**src/rtl/bcd_share_scheduler_if.sv**
```systemverilog
// bcd_share_scheduler_if: request, converter and result signals of the shared BCD scheduler
interface bcd_share_scheduler_if #(
  parameter int NUM_CH = 3,
  parameter int INPUT_WIDTH = 6,
  parameter int DECIMAL_DIGITS = 2
);
  logic [NUM_CH-1:0] i_Req;
  logic [NUM_CH*INPUT_WIDTH-1:0] i_Binary;
  logic [INPUT_WIDTH-1:0] o_Conv_Binary;
  logic o_Conv_Start;
  logic [DECIMAL_DIGITS*4-1:0] i_Conv_BCD;
  logic i_Conv_DV;
  logic [NUM_CH*DECIMAL_DIGITS*4-1:0] o_BCD;
  logic [NUM_CH-1:0] o_Valid;
  logic [NUM_CH-1:0] o_Done;
  logic [NUM_CH-1:0] o_Err;
  logic o_Busy;
  modport master (
    output i_Req, i_Binary, i_Conv_BCD, i_Conv_DV,
    input  o_Conv_Binary, o_Conv_Start, o_BCD, o_Valid, o_Done, o_Err, o_Busy
  );
  modport slave (
    input  i_Req, i_Binary, i_Conv_BCD, i_Conv_DV,
    output o_Conv_Binary, o_Conv_Start, o_BCD, o_Valid, o_Done, o_Err, o_Busy
  );
endinterface

```
**src/rtl/bcd_share_scheduler.sv**
```systemverilog
// bcd_share_scheduler: round-robin sharing of one binary-to-BCD converter among NUM_CH requesters
module bcd_share_scheduler #(
  parameter int NUM_CH = 3,
  parameter int INPUT_WIDTH = 6,
  parameter int DECIMAL_DIGITS = 2,
  parameter int TIMEOUT = 255
) (
  input logic i_Clock,
  input logic i_Reset,
  bcd_share_scheduler_if.slave bus
);
  localparam int BW = DECIMAL_DIGITS * 4;
  localparam int GW = NUM_CH > 1 ? $clog2(NUM_CH) : 1;
  localparam int CW = TIMEOUT > 0 ? $clog2(TIMEOUT + 1) : 1;
  typedef enum logic [1:0] {IDLE, START, WAIT, STORE} state_t;
  state_t state, state_nxt;
  logic [NUM_CH-1:0] pending;
  logic [INPUT_WIDTH-1:0] val [NUM_CH];
  logic [GW-1:0] last_grant, sel;
  logic [CW-1:0] cnt;
  logic [INPUT_WIDTH-1:0] conv_binary;
  logic [NUM_CH*BW-1:0] bcd;
  logic [NUM_CH-1:0] valid, err;
  logic take, dv_take, tmo;
  function automatic logic [GW-1:0] rr(input logic [GW-1:0] lg, input int i);
    int j;
    j = int'(lg) + i;
    j = j >= NUM_CH ? j - NUM_CH : j;
    return GW'(j);
  endfunction
  assign take = state == IDLE && |pending;
  assign dv_take = state == WAIT && bus.i_Conv_DV;
  assign tmo = state == WAIT && !bus.i_Conv_DV && cnt == CW'(TIMEOUT);
  // first pending channel after the last grant; scanning backwards lets the nearest one win
  always_comb begin
    sel = '0;
    for (int i = NUM_CH; i >= 1; i--) if (pending[rr(last_grant, i)]) sel = rr(last_grant, i);
  end
  // next state: grant, one start cycle, wait for done or timeout, one store cycle
  always_comb begin
    state_nxt = state;
    state_nxt = state == IDLE  ? (take ? START : IDLE) :
                state == START ? WAIT :
                state == WAIT  ? (dv_take ? STORE : (tmo ? IDLE : WAIT)) : IDLE;
  end
  // state register
  always_ff @(posedge i_Clock or posedge i_Reset)
    if (i_Reset) state <= IDLE;
    else state <= state_nxt;
  // request capture, grant bookkeeping, timeout counter and per-channel results
  always_ff @(posedge i_Clock or posedge i_Reset)
    if (i_Reset) begin
      pending <= '0;
      val <= '{default: '0};
      last_grant <= GW'(NUM_CH - 1);
      cnt <= '0;
      conv_binary <= '0;
      bcd <= '0;
      valid <= '0;
      err <= '0;
    end else begin
      pending <= (pending & ~(take ? NUM_CH'(1) << sel : '0)) | bus.i_Req;
      for (int k = 0; k < NUM_CH; k++) if (bus.i_Req[k]) val[k] <= bus.i_Binary[k*INPUT_WIDTH +: INPUT_WIDTH];
      if (take) begin
        last_grant <= sel;
        conv_binary <= val[sel];
      end
      cnt <= state == WAIT ? cnt + 1'b1 : '0;
      if (dv_take) begin
        bcd[last_grant*BW +: BW] <= bus.i_Conv_BCD;
        valid[last_grant] <= 1'b1;
      end
      if (tmo) err[last_grant] <= 1'b1;
    end
  assign bus.o_Conv_Binary = conv_binary;
  assign bus.o_Conv_Start = state == START;
  assign bus.o_BCD = bcd;
  assign bus.o_Valid = valid;
  assign bus.o_Done = state == STORE ? NUM_CH'(1) << last_grant : '0;
  assign bus.o_Err = err;
  assign bus.o_Busy = state != IDLE;
endmodule
```
**src/flat_wrapper.sv**
```systemverilog
// flat-port wrapper written by rule: the top's interface ports become plain ports
module bcd_share_scheduler_flat 
#(
  parameter int NUM_CH = 3,
  parameter int INPUT_WIDTH = 6,
  parameter int DECIMAL_DIGITS = 2,
  parameter int TIMEOUT = 255
)
  (i_Clock, i_Reset, bus_i_Req, bus_i_Binary, bus_i_Conv_BCD, bus_i_Conv_DV, bus_o_Conv_Binary, bus_o_Conv_Start, bus_o_BCD, bus_o_Valid, bus_o_Done, bus_o_Err, bus_o_Busy);
  bcd_share_scheduler_if #(.NUM_CH(NUM_CH), .INPUT_WIDTH(INPUT_WIDTH), .DECIMAL_DIGITS(DECIMAL_DIGITS)) bus_i ();
  input logic i_Clock;
  input logic i_Reset;
  input wire logic [$bits(bus_i.i_Req)-1:0] bus_i_Req;
  input wire logic [$bits(bus_i.i_Binary)-1:0] bus_i_Binary;
  input wire logic [$bits(bus_i.i_Conv_BCD)-1:0] bus_i_Conv_BCD;
  input wire logic [$bits(bus_i.i_Conv_DV)-1:0] bus_i_Conv_DV;
  output wire logic [$bits(bus_i.o_Conv_Binary)-1:0] bus_o_Conv_Binary;
  output wire logic [$bits(bus_i.o_Conv_Start)-1:0] bus_o_Conv_Start;
  output wire logic [$bits(bus_i.o_BCD)-1:0] bus_o_BCD;
  output wire logic [$bits(bus_i.o_Valid)-1:0] bus_o_Valid;
  output wire logic [$bits(bus_i.o_Done)-1:0] bus_o_Done;
  output wire logic [$bits(bus_i.o_Err)-1:0] bus_o_Err;
  output wire logic [$bits(bus_i.o_Busy)-1:0] bus_o_Busy;
  assign bus_i.i_Req = bus_i_Req;
  assign bus_i.i_Binary = bus_i_Binary;
  assign bus_i.i_Conv_BCD = bus_i_Conv_BCD;
  assign bus_i.i_Conv_DV = bus_i_Conv_DV;
  assign bus_o_Conv_Binary = bus_i.o_Conv_Binary;
  assign bus_o_Conv_Start = bus_i.o_Conv_Start;
  assign bus_o_BCD = bus_i.o_BCD;
  assign bus_o_Valid = bus_i.o_Valid;
  assign bus_o_Done = bus_i.o_Done;
  assign bus_o_Err = bus_i.o_Err;
  assign bus_o_Busy = bus_i.o_Busy;
  bcd_share_scheduler #(.NUM_CH(NUM_CH), .INPUT_WIDTH(INPUT_WIDTH), .DECIMAL_DIGITS(DECIMAL_DIGITS), .TIMEOUT(TIMEOUT)) u_core (.i_Clock(i_Clock), .i_Reset(i_Reset), .bus(bus_i));
endmodule
```
**config.mk**
```make
export PLATFORM = sky130hd
export DESIGN_NAME = bcd_share_scheduler_flat
export DESIGN_NICKNAME = d
export VERILOG_FILES = /design/src/rtl/bcd_share_scheduler_if.sv /design/src/rtl/bcd_share_scheduler.sv /design/src/flat_wrapper.sv
export SDC_FILE = /design/constraint.sdc
export NUM_CORES = 1
export LEC_CHECK = 0
export BUFFER_PORTS_ARGS = -buffer_cell sky130_fd_sc_hd__buf_2
export CORE_UTILIZATION = 50
export CTS_CLUSTER_SIZE = 8
export DETAILED_ROUTE_END_ITERATION = 7
export MAX_ROUTING_LAYER = met4
export PLACE_DENSITY = 0.84
export SLEW_MARGIN = 40
export SYNTH_ARGS = -nofsm -noshare
export SYNTH_HDL_FRONTEND = slang
export SYNTH_SLANG_ARGS = --single-unit
```
**constraint.sdc**
```tcl
create_clock -name i_Clock -period 5.6 [get_ports i_Clock]
set_clock_uncertainty 0.05 [all_clocks]
set_input_delay 0.84 -clock i_Clock [delete_from_list [all_inputs] [get_ports i_Clock]]
set_output_delay 0.84 -clock i_Clock [all_outputs]
set_load 0.005 [all_outputs]
```
==> flow_summary.ini, run 1 <==
[outcome]
status = complete, no violations

[yosys]
yosysTopAreaCellShare = 0.566
synth_flop_cell = dfrtp_1
synth.yosys.warnings = 0
synth_seq_cells = 69
synth_area_sq_mm = 0.00300
synth_most_common_cell = nand2_1
synth-edff-count = 0
synth_area_per_cell_sq_um = 10.6
async_flop_share = 1.00
ys_seq_area_frac = 0.575
synth_nets = 322
synthTopCellsByCount = nand2_1, dfrtp_1, o21ai_0
yosys.cell_types.count = 33
synth_cells = 283
yosys.area.top_type = dfrtp_1
synthTopCellsByArea = dfrtp_1, nand2_1, o21ai_0

[sta]
slew_headroom = 0.526
hold_viol_final = 0
tns_ns = 0
finalSetupViolations = 0
worst-slew-pin-transition_ns = 0.707
finalCritPeriodShare = 0.551
drv_slew = 0
rsz0062_at_grt = false
max_freq_ghz = 0.324
period_needed_ns = 3.09

[drt]
route.vias.total = 2287
ant_nets = 0
drc = 0
drt-total-wl_um = 6160
vias_per_cell = 5.27
firstDrtPassIters = 4
drtIter0Drc = 126
wl_per_cell_um = 14.2

[clock_tree]
cts-hold-fix-buffers = 0
cts_resized = 0
cts_buffers = 9
clk-insertion-delay-late_ns = 0.34
clkTransAtPathRegs_ns = 0.07
cts_tree = done
cts_setup_buffers = 0
cts_root_buf = clkbuf_8
clock_sinks = 69
htreeDepth = 3
cts_buffer_depth = 2

[finish]
final_layout_size_suffix_gt1_frac = 0.318
nNetsFinal = 396
area_delta_synth_final_pct = 22.0
diodes = 0
fillers = 481
fin_cells = 434

[power]
powerDensity_mw_per_mm2 = 483
leakage_nw = 1.81
ir_drop_v = 0.000296

[placed_design]
hpwl_um = 4390
port_buffers = 72
gp_congestion = 0.827
dp_cells = 418

[critical_path]
cp_top_family = compound AO/OA/AOI/OAI gates
r2r_slack_ns = 2.51
crit_chain = clkinv_1, ha_1, o21ai_1, a32oi_4, or4b_1, a21o_1
slowest_stage = or4b_1
critPathRequiredTime_ns = 5.79
cp_num_cells = 6
endpoint_kind = register
cp-startpoint = u_core.last_grant[0]$_DFFE_PP0P_
endpoint = u_core.pending[2]$_DFF_PP0_
cp.buffers_inverters = 1
ff2ff_path_depth = 6
r2r_start = u_core.last_grant[0]$_DFFE_PP0P_
startpoint_type = register
path_max_fanout = 10
arrival_ns = 3.28
r2r-end = u_core.pending[2]$_DFF_PP0_
path_class = reg2reg
crit_path_max_incr_delay_ns = 0.70

[floorplan]
chipHeight_um = 79.5
die_w_um = 79.5
core_area_sq_mm = 0.00564
num_io_pins = 73
dieArea_sq_mm = 0.00632
start_util = 0.532
num_rows = 27

[hold_path]
hold_path_class = reg2reg

[global_route]
grt_antenna_before_repair = 0
grt_overflow = 0
grt_usage = 0.222
grt_first_pass_wirelength_um = 10300
grt_max_degree = 70
grt_pass1_vias = 2166

[flow_run]
drv_cap = 0
stage by stage:
stage / setup slack [ns] / area, sq um / total power [mW] / utilization / hold WS, ns
2_1_floorplan: 2.97 / 3000 / 1.12 / - / 0.375
5_1_grt: 2.33 / 3660 / 1.89 / 0.650 / 0.431
4_1_cts: 2.62 / 3650 / 1.77 / 0.646 / 0.406
3_3_place_gp: 2.80 / 3420 / 1.28 / 0.605 / 0.387
6_report: 2.51 / 3660 / 1.77 / 0.650 / 0.402
3_5_place_dp: 2.66 / 3420 / 1.31 / 0.606 / 0.397
cell families (layout without fill, tap and decap cells):
logic type / Yosys count / count (layout) / share of synthesized area
buffers and inverters: 24 / 103 / 0.0329
and+or+nand+nor: 102 / 102 / 0.145
AOI/OAI and AO/OA: 56 / 56 / 0.132
DFF: 69 / 69 / 0.575
muxes: 19 / 19 / 0.0683
adders and majority gates: 7 / 7 / 0.0292
xor gates and xnor gates: 6 / 6 / 0.0175
sequential cells by signal, indices dropped and copies added, names as in the netlist:
register / flops
u_core.val: 18
u_core.bus.o_Valid: 3
u_core.state: 2
u_core.bus.o_Conv_Binary: 6
u_core.bus.o_Err: 3
u_core.last_grant: 2
u_core.cnt: 8
u_core.pending: 3
u_core.bus.o_BCD: 24
layer usage:
layer	part of all wire	up-vias	track usage
met5	0	-	-
met4	0.027	0	0.125
met3	0.050	17	0.0446
met2	0.47	72	0.320
met1	0.46	1098	0.293
li1	-	1100	-
layout by cell type, fill, tap and decap left out, drive strengths merged, types with 5 or more instances in the layout:
cell    instances
clkbuf         12
o221ai          7
dfrtp          68
nand2          69
o21ai          34
ha              7
mux2i           7
mux2           12
nand3           7
a21o            8
inv            13
and3            5
buf            73
nor2           12
layout make-up:
type	instances	area, sq um	share of cell area
well taps	72	90.1	0.0246
repair buffers	73	372	0.101
flip-flops and latches	69	1730	0.471
multi-input cells	190	1200	0.327
clock inverters	4	70.1	0.0191
inverters	14	52.6	0.0143
clock buffers	12	155	0.0423
how the worst min path moves through the flow:
stage                                         start  depth (start not counted)  slack, ns                         endpoint
floorplan                   u_core.cnt[0]$_DFF_PP0_                          1       0.38          u_core.cnt[0]$_DFF_PP0_
global placement    u_core.bus.o_Err[2]$_DFFE_PP0P_                          1       0.39  u_core.bus.o_Err[2]$_DFFE_PP0P_
detailed placement          u_core.cnt[0]$_DFF_PP0_                          1       0.40          u_core.cnt[0]$_DFF_PP0_
CTS                         u_core.cnt[0]$_DFF_PP0_                          1       0.41          u_core.cnt[0]$_DFF_PP0_
global route                u_core.cnt[0]$_DFF_PP0_                          1       0.43          u_core.cnt[0]$_DFF_PP0_
finish                      u_core.cnt[0]$_DFF_PP0_                          1       0.40          u_core.cnt[0]$_DFF_PP0_
report_power, final:
part	switching, mW	total, mW	internal [mW]	leakage, nW
combinational	0.338	0.598	0.261	0.822
clock	0.179	0.453	0.274	0.116
sequential	0.0952	0.717	0.622	0.875
total	0.612	1.77	1.16	1.81
(Power assumes the default switching activity.)
==> run 2, diff against run 1 <==
--- a/config.mk
+++ b/config.mk
@@ -5,12 +5,13 @@
 export SDC_FILE = /design/constraint.sdc
 export NUM_CORES = 1
 export LEC_CHECK = 0
+export ABC_AREA = 1
 export BUFFER_PORTS_ARGS = -buffer_cell sky130_fd_sc_hd__buf_2
-export CORE_UTILIZATION = 50
+export CORE_UTILIZATION = 49
 export CTS_CLUSTER_SIZE = 8
 export DETAILED_ROUTE_END_ITERATION = 7
 export MAX_ROUTING_LAYER = met4
-export PLACE_DENSITY = 0.84
+export PLACE_DENSITY = 0.85
 export SLEW_MARGIN = 40
 export SYNTH_ARGS = -nofsm -noshare
 export SYNTH_HDL_FRONTEND = slang
==> constraint.sdc (replaced) <==
create_clock -name i_Clock -period 2.5 [get_ports i_Clock]
set_clock_uncertainty 0.05 [all_clocks]
set_input_delay 0.375 -clock i_Clock [delete_from_list [all_inputs] [get_ports i_Clock]]
set_output_delay 0.375 -clock i_Clock [all_outputs]
set_load 0.005 [all_outputs]
==> run 2 against run 1 <==
Non-clock buffer count up 4. Fmax up 39%. Clock power up 90%. Critical path depth up 6. Flip-flop and latch count unchanged. Hold slack worse by 0.39 ns. Total power rose to 2.7 times the previous value. Via count up 23%. Largest power group is now combinational cells. Highest routed layer unchanged.
==> flow_summary.ini, run 2 <==
[outcome]
status = complete, no violations

[drt]
vias_per_cell = 5.28
wl_met2_um = 3420
drt-total-wl_um = 7130
ant_nets = 0
top_layer = met4
m1WireLength_um = 3220
wl_met3_um = 385
drtIter0Drc = 135
wl_per_cell_um = 13.4
drc = 0
firstDrtPassIters = 5
route.vias.total = 2814

[critical_path]
path_max_fanout = 10
critPathRequiredTime_ns = 2.73
cp_num_cells = 12
endpoint = u_core.bus.o_Conv_Binary[5]$_DFFE_PP0P_
cp-startpoint = u_core.last_grant[0]$_DFFE_PP0P_
endpoint_kind = register
crit_path_max_incr_delay_ns = 0.53
crit_chain = inv_1, ha_1, inv_2, nand2_1, nand3_1, nand2_1, nand3_4, nand2_4, nand2_1, nand2_1, nand2_1, nand2_1
cp.buffers_inverters = 2
startpoint_type = register
cpMostUsedCell = nand2_1
cp_top_family = simple AND/OR/NAND/NOR gates
r2r_start = u_core.last_grant[0]$_DFFE_PP0P_
arrival_ns = 2.45
slowest_stage = ha_1
r2r-end = u_core.bus.o_Conv_Binary[5]$_DFFE_PP0P_
path_class = reg2reg
r2r_slack_ns = 0.27
ff2ff_path_depth = 12

[yosys]
synthTopCellsByArea = dfrtp_1, nand2_1, o21ai_0
synth_area_sq_mm = 0.00326
synthTopCellsByCount = nand2_1, dfrtp_1, o21ai_0
synth_most_common_cell = nand2_1
async_flop_share = 1.00
ys_seq_area_frac = 0.530
synth_nets = 413
synth.yosys.warnings = 0
synth_cells = 374
synth_area_per_cell_sq_um = 8.72
yosys.area.top_type = dfrtp_1
synth-edff-count = 0
yosys.cell_types.count = 30
synth_seq_cells = 69
synth_flop_cell = dfrtp_1
yosysTopAreaCellShare = 0.521

[finish]
area_delta_synth_final_pct = 18.4
final_common_cell = nand2_1
nNetsFinal = 491
final_layout_size_suffix_gt1_frac = 0.246
largest_reg_flops = 24
fin_area_sq_mm = 0.00386
mostFrequentLayoutCells = nand2_1, buf_2, dfrtp_1
diodes = 0

[floorplan]
dieArea_sq_mm = 0.00699
num_rows = 29
die_w_um = 83.6
num_io_pins = 73
start_util = 0.511
chipHeight_um = 83.6
core_area_sq_mm = 0.00639

[power]
leakage_nw = 2.11
powerDensity_mw_per_mm2 = 1230
ir_drop_v = 0.000723

[flow_run]
drv_cap = 0

[clock_tree]
clock_sinks = 69
cts_tree = done
clk-insertion-delay-late_ns = 0.34
cts_resized = 0
htreeDepth = 3
cts_buffer_depth = 2
cts_root_buf = clkbuf_8
cts_setup_buffers = 0
cts_buffers = 9
cts-hold-fix-buffers = 0
clkTransAtPathRegs_ns = 0.08

[global_route]
grt_first_pass_wirelength_um = 12000
grt_pass1_vias = 2606
grt_usage = 0.221
grt_max_degree = 37
grt_antenna_before_repair = 0
grt_overflow = 0

[sta]
worst-slew-pin-transition_ns = 0.532
hold_viol_final = 0
tns_ns = 0
period_needed_ns = 2.23
drv_slew = 0
max_freq_ghz = 0.449
hold_slack_ns = 0.0164
finalSetupViolations = 0
finalCritPeriodShare = 0.890
slew_headroom = 0.645
rsz0062_at_grt = false

[placed_design]
placed_cell_area_sq_mm = 0.00368
gp_congestion = 0.858
hpwl_um = 5210
port_buffers = 72

[hold_path]
hold_path_class = in2async
[run 2: changes by cell type after synthesis, moves of 6 or more]
cell,change
nand4_1,+15
nand2_1,+68
mux2i_1,-7
o221ai_2,-6
o21bai_1,+6
a21oi_1,+6
o41ai_1,+8
nand3_1,+17
a21o_1,-8
mux2_2,-12
inv_1,+7
[run 2: worst register-to-register path, cell delays in order, from the launching register on]
cell     delay [ns]
dfrtp_1        0.47
inv_1          0.18
ha_1           0.53
inv_2          0.11
nand2_1        0.07
nand3_1        0.10
nand2_1        0.13
nand3_4        0.13
nand2_4        0.14
nand2_1        0.07
nand2_1        0.07
nand2_1        0.06
nand2_1        0.07
[run 2: power by group]
part           internal, mW  leakage (nW)  switching [mW]  total, mW
Combinational         0.757          1.14            1.49       2.25
Clock                 0.450        0.0919           0.411      0.861
Sequential             1.44         0.880           0.196       1.64
Total                  2.65          2.11            2.10       4.75
[run 2: cells by family (layout without fill, tap and decap cells)]
group / after synthesis / after routing / synth area share
AOI/OAI and AO/OA: 56 / 56 / 0.110
buffers and inverters: 40 / 122 / 0.0571
and+or+nand+nor: 202 / 202 / 0.276
adders and majority gates: 7 / 7 / 0.0268
DFF: 69 / 69 / 0.530
[run 2: routing by layer]
layer,track usage,up-vias
met2,0.346,109
met3,0.0376,18
met4,0.0832,0
met1,0.289,1301
met5,-,-
li1,-,1386
[run 2: worst min path at each step]
stage | from | endpoint | slack [ns]
after global routing | i_Reset | u_core.state[1]$_DFF_PP0_ | 0.06
after detailed placement | i_Reset | u_core.state[1]$_DFF_PP0_ | 0.39
after CTS | i_Reset | u_core.state[1]$_DFF_PP0_ | 0.02
after floorplan | u_core.cnt[0]$_DFF_PP0_ | u_core.cnt[0]$_DFF_PP0_ | 0.38
final | i_Reset | u_core.state[1]$_DFF_PP0_ | 0.02
after global placement | i_Reset | u_core.val[0]$_DFFE_PP0P_ | 0.38
[run 2: stage by stage]
step           instances  worst slack [ns]  utilization  total power, mW
2_1_floorplan        374             0.337            -             3.30
3_3_place_gp         518             0.446        0.577             3.80
3_5_place_dp         518             0.301        0.577             3.90
4_1_cts              533             0.284        0.605             4.76
5_1_grt              533            0.0590        0.605             5.14
6_report             533             0.274        0.605             4.75
[run 2: area by class of cell]
| type | count | area [sq um] |
|---|---|---|
| Timing Repair Buffer | 77 | 398 |
| Clock buffer | 10 | 128 |
| Tap cell | 77 | 96.3 |
| Inverter | 30 | 113 |
| Fill cell | 572 | 2520 |
| Sequential cell | 69 | 1730 |
| Clock inverter | 5 | 52.6 |
| Multi-Input combinational cell | 265 | 1350 |
==> run 3, diff against run 2 <==
--- a/config.mk
+++ b/config.mk
@@ -7,11 +7,13 @@
 export LEC_CHECK = 0
 export ABC_AREA = 1
 export BUFFER_PORTS_ARGS = -buffer_cell sky130_fd_sc_hd__buf_2
-export CORE_UTILIZATION = 49
+export CAP_MARGIN = 20
+export CORE_UTILIZATION = 50
+export CTS_BUF_LIST = sky130_fd_sc_hd__clkbuf_8
 export CTS_CLUSTER_SIZE = 8
 export DETAILED_ROUTE_END_ITERATION = 7
 export MAX_ROUTING_LAYER = met4
-export PLACE_DENSITY = 0.85
+export PLACE_DENSITY = 0.87
 export SLEW_MARGIN = 40
 export SYNTH_ARGS = -nofsm -noshare
 export SYNTH_HDL_FRONTEND = slang
==> run 3 against run 2 <==
Fmax rose by 0.93%. Clock power grew 30%. Highest routed layer unchanged. Flip-flop and latch count unchanged. Global-route usage up 1.0 points. Worst setup slack improved by 0.020 ns. Core utilization grew 1.8 points. Non-clock buffer count unchanged. Critical path type unchanged.
==> flow_summary.ini, run 3 (synthesis results as in run 2) <==
[sta]
tns_ns = 0
worst-slew-pin-transition_ns = 0.647
rsz0062_at_grt = false
finalCritPeriodShare = 0.882
slew_headroom = 0.568
max_freq_ghz = 0.453
hold_viol_final = 0
hold_slack_ns = 0.0625
drv_slew = 0
period_needed_ns = 2.21
finalSetupViolations = 0

[clock_tree]
cts_buffers = 9
cts_resized = 0
cts_setup_buffers = 0
clkTransAtPathRegs_ns = 0.07
cts_tree = done
clk-insertion-delay-late_ns = 0.35
cts_buffer_depth = 2
cts-hold-fix-buffers = 0
cts_root_buf = clkbuf_8
clock_sinks = 69
htreeDepth = 3

[floorplan]
start_util = 0.517
chipHeight_um = 82.8
num_io_pins = 73
num_rows = 29
core_area_sq_mm = 0.00631
die_w_um = 82.8
dieArea_sq_mm = 0.00685

[global_route]
grt_max_degree = 37
grt_usage = 0.231
grt_pass1_vias = 2527
grt_antenna_before_repair = 0
grt_overflow = 0
grt_first_pass_wirelength_um = 11400

[power]
p_comb_frac = 0.451
p_sw_mw = 2.13
leakage_nw = 2.14
clock_power_share = 0.223
p_int_mw = 2.89
swShare = 0.424
ir_drop_v = 0.000681
seq_power_share = 0.327
powerDensity_mw_per_mm2 = 1280

[outcome]
status = complete, no violations

[placed_design]
dp_cells = 518
gp_congestion = 0.836
hpwl_um = 5250
port_buffers = 72

[drt]
drt-total-wl_um = 7210
wl_per_cell_um = 13.5
route.vias.total = 2838
vias_per_cell = 5.31
drc = 0
ant_nets = 0
drtIter0Drc = 185
firstDrtPassIters = 5

[finish]
fillers = 546
final_common_cell = nand2_1
fin_cells = 534
nNetsFinal = 491
final_layout_size_suffix_gt1_frac = 0.249
largest_reg_flops = 24
diodes = 0
area_delta_synth_final_pct = 20.5
mostFrequentLayoutCells = nand2_1, buf_2, dfrtp_1
register_area_sq_mm = 0.00173
multi_input_area_sq_mm = 0.00135

[critical_path]
path_max_fanout = 10
crit_chain = inv_1, ha_1, inv_2, nand2_1, nand3_1, nand2_1, nand3_4, nand2_4, nand2_1, nand2_1, nand2_1, nand2_1
cp-startpoint = u_core.last_grant[1]$_DFFE_PP1P_
critPathRequiredTime_ns = 2.74
cp_top_family = simple AND/OR/NAND/NOR gates
cp.buffers_inverters = 2
cpMostUsedCell = nand2_1
startpoint_type = register
endpoint_kind = register
arrival_ns = 2.44
crit_path_max_incr_delay_ns = 0.56
slowest_stage = dfstp_2
path_class = reg2reg
r2r_start = u_core.last_grant[1]$_DFFE_PP1P_

[hold_path]
hold_path_class = in2async

[flow_run]
drv_cap = 0
run 3: worst reg2reg max path: stages, from the launching register on:
cell	delay, ns
dfstp_2	0.56
inv_1	0.10
ha_1	0.49
inv_2	0.11
nand2_1	0.08
nand3_1	0.10
nand2_1	0.13
nand3_4	0.13
nand2_4	0.13
nand2_1	0.07
nand2_1	0.08
nand2_1	0.06
nand2_1	0.06
run 3: path summary, 6_finish.rpt:
kind	to	slack (ns)	depth (start not counted)
min in group i_Clock	u_core.val[7]$_DFFE_PP0P_	0.18	3
worst min register to register	u_core.cnt[7]$_DFF_PP0_	0.42	1
worst max register to register	u_core.bus.o_Conv_Binary[0]$_DFFE_PP0P_	0.29	12
max in group asynchronous	u_core.cnt[3]$_DFF_PP0_	1.61	3
worst max-delay path	u_core.bus.o_Conv_Binary[0]$_DFFE_PP0P_	0.29	12
worst min-delay path	u_core.val[5]$_DFFE_PP0P_	0.06	2
run 3: per-layer routing:
metal | GRT usage | share of wire | vias to the layer above
met4 | 0.0845 | 0.017 | 0
met3 | 0.0601 | 0.063 | 13
met1 | 0.278 | 0.43 | 1326
met5 | - | 0 | -
met2 | 0.374 | 0.49 | 110
li1 | - | - | 1389
run 3: area by class of cell:
cell class,instances,area share
clock buffer,10,0.0350
clock inverter,6,0.0280
inverter,30,0.0286
multi-input combinational,265,0.343
sequential,69,0.440
tap,77,0.0245
timing repair buffer,77,0.101
run 3: power by group through the flow:
stage               Combinational (mW)  Sequential, mW  Clock (mW)
floorplan                         1.65            1.65           0
CTS                               2.26            1.64        1.13
finish                            2.26            1.64        1.12
detailed placement                2.24            1.66           0
global route                      2.56            1.68        1.19
global placement                  2.16            1.65           0
run 3: through the flow:
step | util | worst slack, ns | power (mW) | instance area, sq um
after floorplan | - | 0.337 | 3.30 | 3260
after global placement | 0.583 | 0.451 | 3.81 | 3680
after detailed placement | 0.583 | 0.354 | 3.90 | 3680
after CTS | 0.623 | 0.324 | 5.04 | 3930
after global routing | 0.623 | 0.115 | 5.43 | 3930
final | 0.623 | 0.295 | 5.02 | 3930
